[config.mk]
export PLATFORM = sky130hd
export DESIGN_NAME = count_mod10_ctrl
export DESIGN_NICKNAME = d
export VERILOG_FILES = /design/src/rtl/count_mod10_ctrl.sv
export SDC_FILE = /design/constraint.sdc
export NUM_CORES = 1
export LEC_CHECK = 0
export ABC_AREA = 1
export CORE_UTILIZATION = 53
export DETAILED_ROUTE_END_ITERATION = 12
export PLACE_DENSITY = 0.85
export SLEW_MARGIN = 40
export SYNTH_ARGS = -nofsm -noshare
export SYNTH_HDL_FRONTEND = slang
export SYNTH_SLANG_ARGS = --single-unit
[constraint.sdc]
create_clock -name clock -period 2.5 [get_ports clock]
set_input_delay 0.5 -clock clock [delete_from_list [all_inputs] [get_ports clock]]
set_output_delay 0.5 -clock clock [all_outputs]
set_load 0.1 [all_outputs]
[src/rtl/count_mod10_ctrl.sv]
// Command sequencer and two-port round-robin arbiter driving a mod-10 up/down counter.
// Keeps a shadow of the expected count and flags LOAD range errors or counter disagreement.
module count_mod10_ctrl #(
    parameter int NUM_REQ = 2
) (
    input  logic                   clock,
    input  logic                   reset,
    input  logic [NUM_REQ-1:0]     req_valid,
    output logic [NUM_REQ-1:0]     req_ready,
    input  logic [2*NUM_REQ-1:0]   req_op,
    input  logic [4*NUM_REQ-1:0]   req_arg,
    output logic                   ctr_load,
    output logic                   ctr_mode,
    output logic [3:0]             ctr_data_in,
    input  logic [3:0]             ctr_data_out,
    output logic                   done,
    output logic                   done_id,
    output logic [3:0]             done_count,
    output logic                   done_err
);

    localparam logic [1:0] S_IDLE = 2'd0;
    localparam logic [1:0] S_EXEC = 2'd1;
    localparam logic [1:0] S_DONE = 2'd2;

    localparam logic [1:0] OP_LOAD  = 2'b00;
    localparam logic [1:0] OP_UP    = 2'b01;
    localparam logic [1:0] OP_DOWN  = 2'b10;
    localparam logic [1:0] OP_CLEAR = 2'b11;

    logic [1:0] state;
    logic [3:0] shadow;
    logic [3:0] rem;
    logic [3:0] arg_q;
    logic [1:0] op_q;
    logic       id_q;
    logic       rr;
    logic       err_q;

    logic       gnt_id;
    logic       hs;
    logic [1:0] sel_op;
    logic [3:0] sel_arg;
    logic       step_op;
    logic [3:0] shadow_step;

    always_comb begin
        gnt_id    = 1'b0;
        req_ready = '0;
        case (req_valid)
            2'b01:   gnt_id = 1'b0;
            2'b10:   gnt_id = 1'b1;
            2'b11:   gnt_id = rr;
            default: gnt_id = 1'b0;
        endcase
        hs = (state == S_IDLE) && (req_valid != '0);
        if (hs) begin
            req_ready[gnt_id] = 1'b1;
        end
    end

    assign sel_op  = gnt_id ? req_op[3:2]  : req_op[1:0];
    assign sel_arg = gnt_id ? req_arg[7:4] : req_arg[3:0];

    // Zero-step UP/DOWN behaves as a single hold cycle, like a rejected LOAD.
    assign step_op = ((op_q == OP_UP) || (op_q == OP_DOWN)) && (rem != 4'd0);

    always_comb begin
        shadow_step = shadow;
        if (op_q == OP_UP) begin
            shadow_step = (shadow == 4'd9) ? 4'd0 : shadow + 4'd1;
        end else begin
            shadow_step = (shadow == 4'd0) ? 4'd9 : shadow - 4'd1;
        end
    end

    always_ff @(posedge clock or negedge reset) begin
        if (!reset) begin
            state  <= S_IDLE;
            shadow <= '0;
            rem    <= '0;
            arg_q  <= '0;
            op_q   <= OP_LOAD;
            id_q   <= 1'b0;
            rr     <= 1'b0;
            err_q  <= 1'b0;
        end else begin
            case (state)
                S_IDLE: begin
                    if (hs) begin
                        op_q  <= sel_op;
                        arg_q <= sel_arg;
                        rem   <= sel_arg;
                        id_q  <= gnt_id;
                        rr    <= ~gnt_id;
                        state <= S_EXEC;
                    end
                end
                S_EXEC: begin
                    err_q <= (op_q == OP_LOAD) && (arg_q > 4'd9);
                    case (op_q)
                        OP_LOAD:  if (arg_q <= 4'd9) shadow <= arg_q;
                        OP_CLEAR: shadow <= '0;
                        default:  if (step_op) shadow <= shadow_step;
                    endcase
                    if (step_op && (rem > 4'd1)) begin
                        rem <= rem - 4'd1;
                    end else begin
                        state <= S_DONE;
                    end
                end
                S_DONE:  state <= S_IDLE;
                default: state <= S_IDLE;
            endcase
        end
    end

    // Outside an active step the counter is always reloaded, so it cannot drift.
    always_comb begin
        ctr_load    = 1'b1;
        ctr_mode    = 1'b0;
        ctr_data_in = shadow;
        if (state == S_EXEC) begin
            case (op_q)
                OP_LOAD:  if (arg_q <= 4'd9) ctr_data_in = arg_q;
                OP_CLEAR: ctr_data_in = '0;
                default: begin
                    if (step_op) begin
                        ctr_load = 1'b0;
                        ctr_mode = (op_q == OP_UP);
                    end
                end
            endcase
        end
    end

    assign done       = (state == S_DONE);
    assign done_id    = done & id_q;
    assign done_count = done ? shadow : '0;
    assign done_err   = done & (err_q | (ctr_data_out != shadow));

endmodule

==> metrics <==
critical path depth=6; Core Box Area=2520 um2; die area=about 2900 um2; initial antenna violation count=0; DP HPWL=roughly 2700 um; Die H=approximately 54 um; DP Cell Count=about 280; Max Slew Vio Count=0; Distinct cells, synth=25; Buf/Inv on CP=3; row count=18; H-tree Lvls=1; Syn Nets=243; TritonRoute pass-1 iters=5; dominant synthesized flop cell=dfrtp_1; largest net degree at the start of global routing=20; global route overflow=0; crit share post-route=95.6%; IO Pins=35; 1st-iter DRT viols=25; RR Endpoint=rem[2]; sequential fraction of the synthesis area=33.2%; worst hold path class=register to register; CTS Buf Count=3; number of port buffers=34; Data arrival, critical path=1.89 ns; Synth Instances=~220; Critical Setup Path Class=register to output pin; Sink Count=19; CP Capture Type=output pin; Routed Antenna Nets=0; initial core utilization=between 50% and 60%; yosys warns=0; r2r setup slk=0.90 ns; Synth Area in Compound Gates=~12%; worst-path fanout max=8; Reg clk slew, reported paths=around 0.11 ns; Hold Vio Cnt, Final=0; crit-path cells=inv_1, ha_2, inv_2, nand2_2, o21ai_1, buf_12; largest family of logic cells by synthesized area=simple AND/OR/NAND/NOR gates; multiplexer area fraction after synthesis=0%; startpoint types=register; clock root cell=clkbuf_4; clk_lat worst skew=between 0.2 and 0.3 ns; Post-CTS Hold Fix Bufs=0; fin area=between 2000 and 2500 um2; RePlAce Congestion=between 0.8 and 0.9; status=completed; Post-synth EDFFs=0; CTS Buffer Depth=2; routed via count=about 1,500; count of final setup violators=0; post-synthesis xor/xnor area fraction=about 1.2%; CTS tree=built; slowest library cell on the worst path=dfrtp_1; DRT Wirelength=3440 um; Critical Path Start=op_q[0]; DRC viols=0; ANT cells=0; Die Wd=53.9 um; Layout area overhead=42.3%; r2r startpoint=op_q[0]; Layout Nets=280; skew final=roughly 0.0052 ns; wire per inst=12.1 um; Placed Area=around 2000 um2; syn avg cell area=between 6 and 7 um2; Slew headroom=between 60% and 70%; slowest stage delay, CP=roughly 0.43 ns; vias in the first global route=between 1,000 and 1,500; post-layout minimum cycle time=2.39 ns; Slew @ Worst Pin=between 0.4 and 0.5 ns; layout cell share with drive strength beyond 1=between 10% and 20%; min-delay src=err_q; MaxCap Viol Count=0; DR vias/cell=between 5 and 6; CP Data Required Time=around 2.0 ns; ys async rst share=100%; Synth Area in Adders=approximately 5.2%; total track usage=roughly 27%; Finished Layout Cells=283; first-pass GRT wire length=approximately 5600 um; CP Capture Point=ctr_data_in[2]; Synth Register Bits=19; Fmax=around 420 MHz; Mapped Area=1430 um2; R2R depth=8; Worst path top cell family by delay=buffers and inverters; simple-gate share of the synthesized area=about two fifths
-- sequential cells by signal, summed over array words and instances (netlist names) --
name / count
id_q: 1
rr: 1
arg_q: 4
shadow: 4
err_q: 1
rem: 4
state: 2
op_q: 2
-- worst min path at each step --
stage	to	slack, ns	cells past startpoint
final	err_q	0.50	2
after global routing	arg_q[1]	0.52	2
after CTS	err_q	0.50	2
after detailed placement	err_q	0.47	2
after global placement	arg_q[1]	0.48	2
after floorplan	arg_q[0]	0.20	0
-- worst min-delay path, cell delays in order (launching register included) --
cell     delay, ns
dfrtp_1       0.36
nand2_1       0.05
o21ai_0       0.06
-- logic make-up after synthesis --
family          after synthesis
simple gates                128
buf+inv                      35
compound gates               27
flops                        19
fa+ha+maj                     6
xor+xnor                      2
-- metrics by stage --
stage | TNS [ns] | worst slack, ns | utilization (%) | hold slack [ns]
floorplan | -1.93 | -0.447 | - | 0.204
global placement | 0 | 0.285 | 79.3 | 0.480
detailed placement | 0 | 0.256 | 79.3 | 0.475
CTS | -0.0280 | -0.0109 | 80.4 | 0.500
global route | -0.0128 | -0.00668 | 80.7 | 0.517
finish | 0 | 0.110 | 80.7 | 0.500
-- metal layers --
layer	vias to the layer above	wire, um	global-route usage (%)
met3	4	122	2.26
met1	682	1580	32.0
met2	34	1710	48.4
met4	0	25	11.4
li1	762	-	-
met5	-	0	0
-- cell type report --
class	instances	area, um2
Clock buffer	3	22.5
Fill cell	186	487
Tap cell	30	37.5
Clock inverter	1	5.00
Inverter	32	120
Multi-Input combinational cell	163	890
Sequential cell	19	475
Timing Repair Buffer	35	485
-- cell usage after synthesis, types with 3 or more instances --
library cell	n	area (um2)
nor2_1	15	56.3
inv_1	26	97.6
dfrtp_1	19	475
inv_2	6	22.5
a21oi_1	7	35.0
nand3_1	30	150
o21ai_0	10	50.1
nand2_1	73	274
buf_2	3	15.0
ha_1	6	75.1
-- repair_timing --
action,CTS,global route
resized for setup,0,3
buffers inserted,0,0
setup endpoints to repair,3,5
-- placed cells by master, fill, tap and decap left out --
master,netlist,final
nand2_4,1,1
o211ai_1,2,2
a21oi_2,0,2
ha_1,6,5
nand2_1,73,71
inv_2,6,6
o22ai_1,1,1
nor2_1,15,7
xnor2_1,2,2
clkinv_2,0,1
and3_1,1,1
nor2_2,2,3
nand4_1,2,2
clkdlybuf4s50_1,0,19
inv_1,26,26
buf_4,0,2
buf_12,0,14
dfrtp_1,19,19
o21bai_1,2,2
a21oi_4,1,1
nor2_4,0,7
o21ai_1,2,5
a21boi_2,1,1
nand3_1,30,30
or2_2,1,1
nand2_2,2,4
clkbuf_4,0,3
a21oi_1,7,5
o21ai_4,1,1
ha_2,0,1
o21ai_0,10,7
nand3_2,1,1
Power is not shown: default switching activity piles up to over one toggle a cycle in this logic, so the estimate is an artifact.
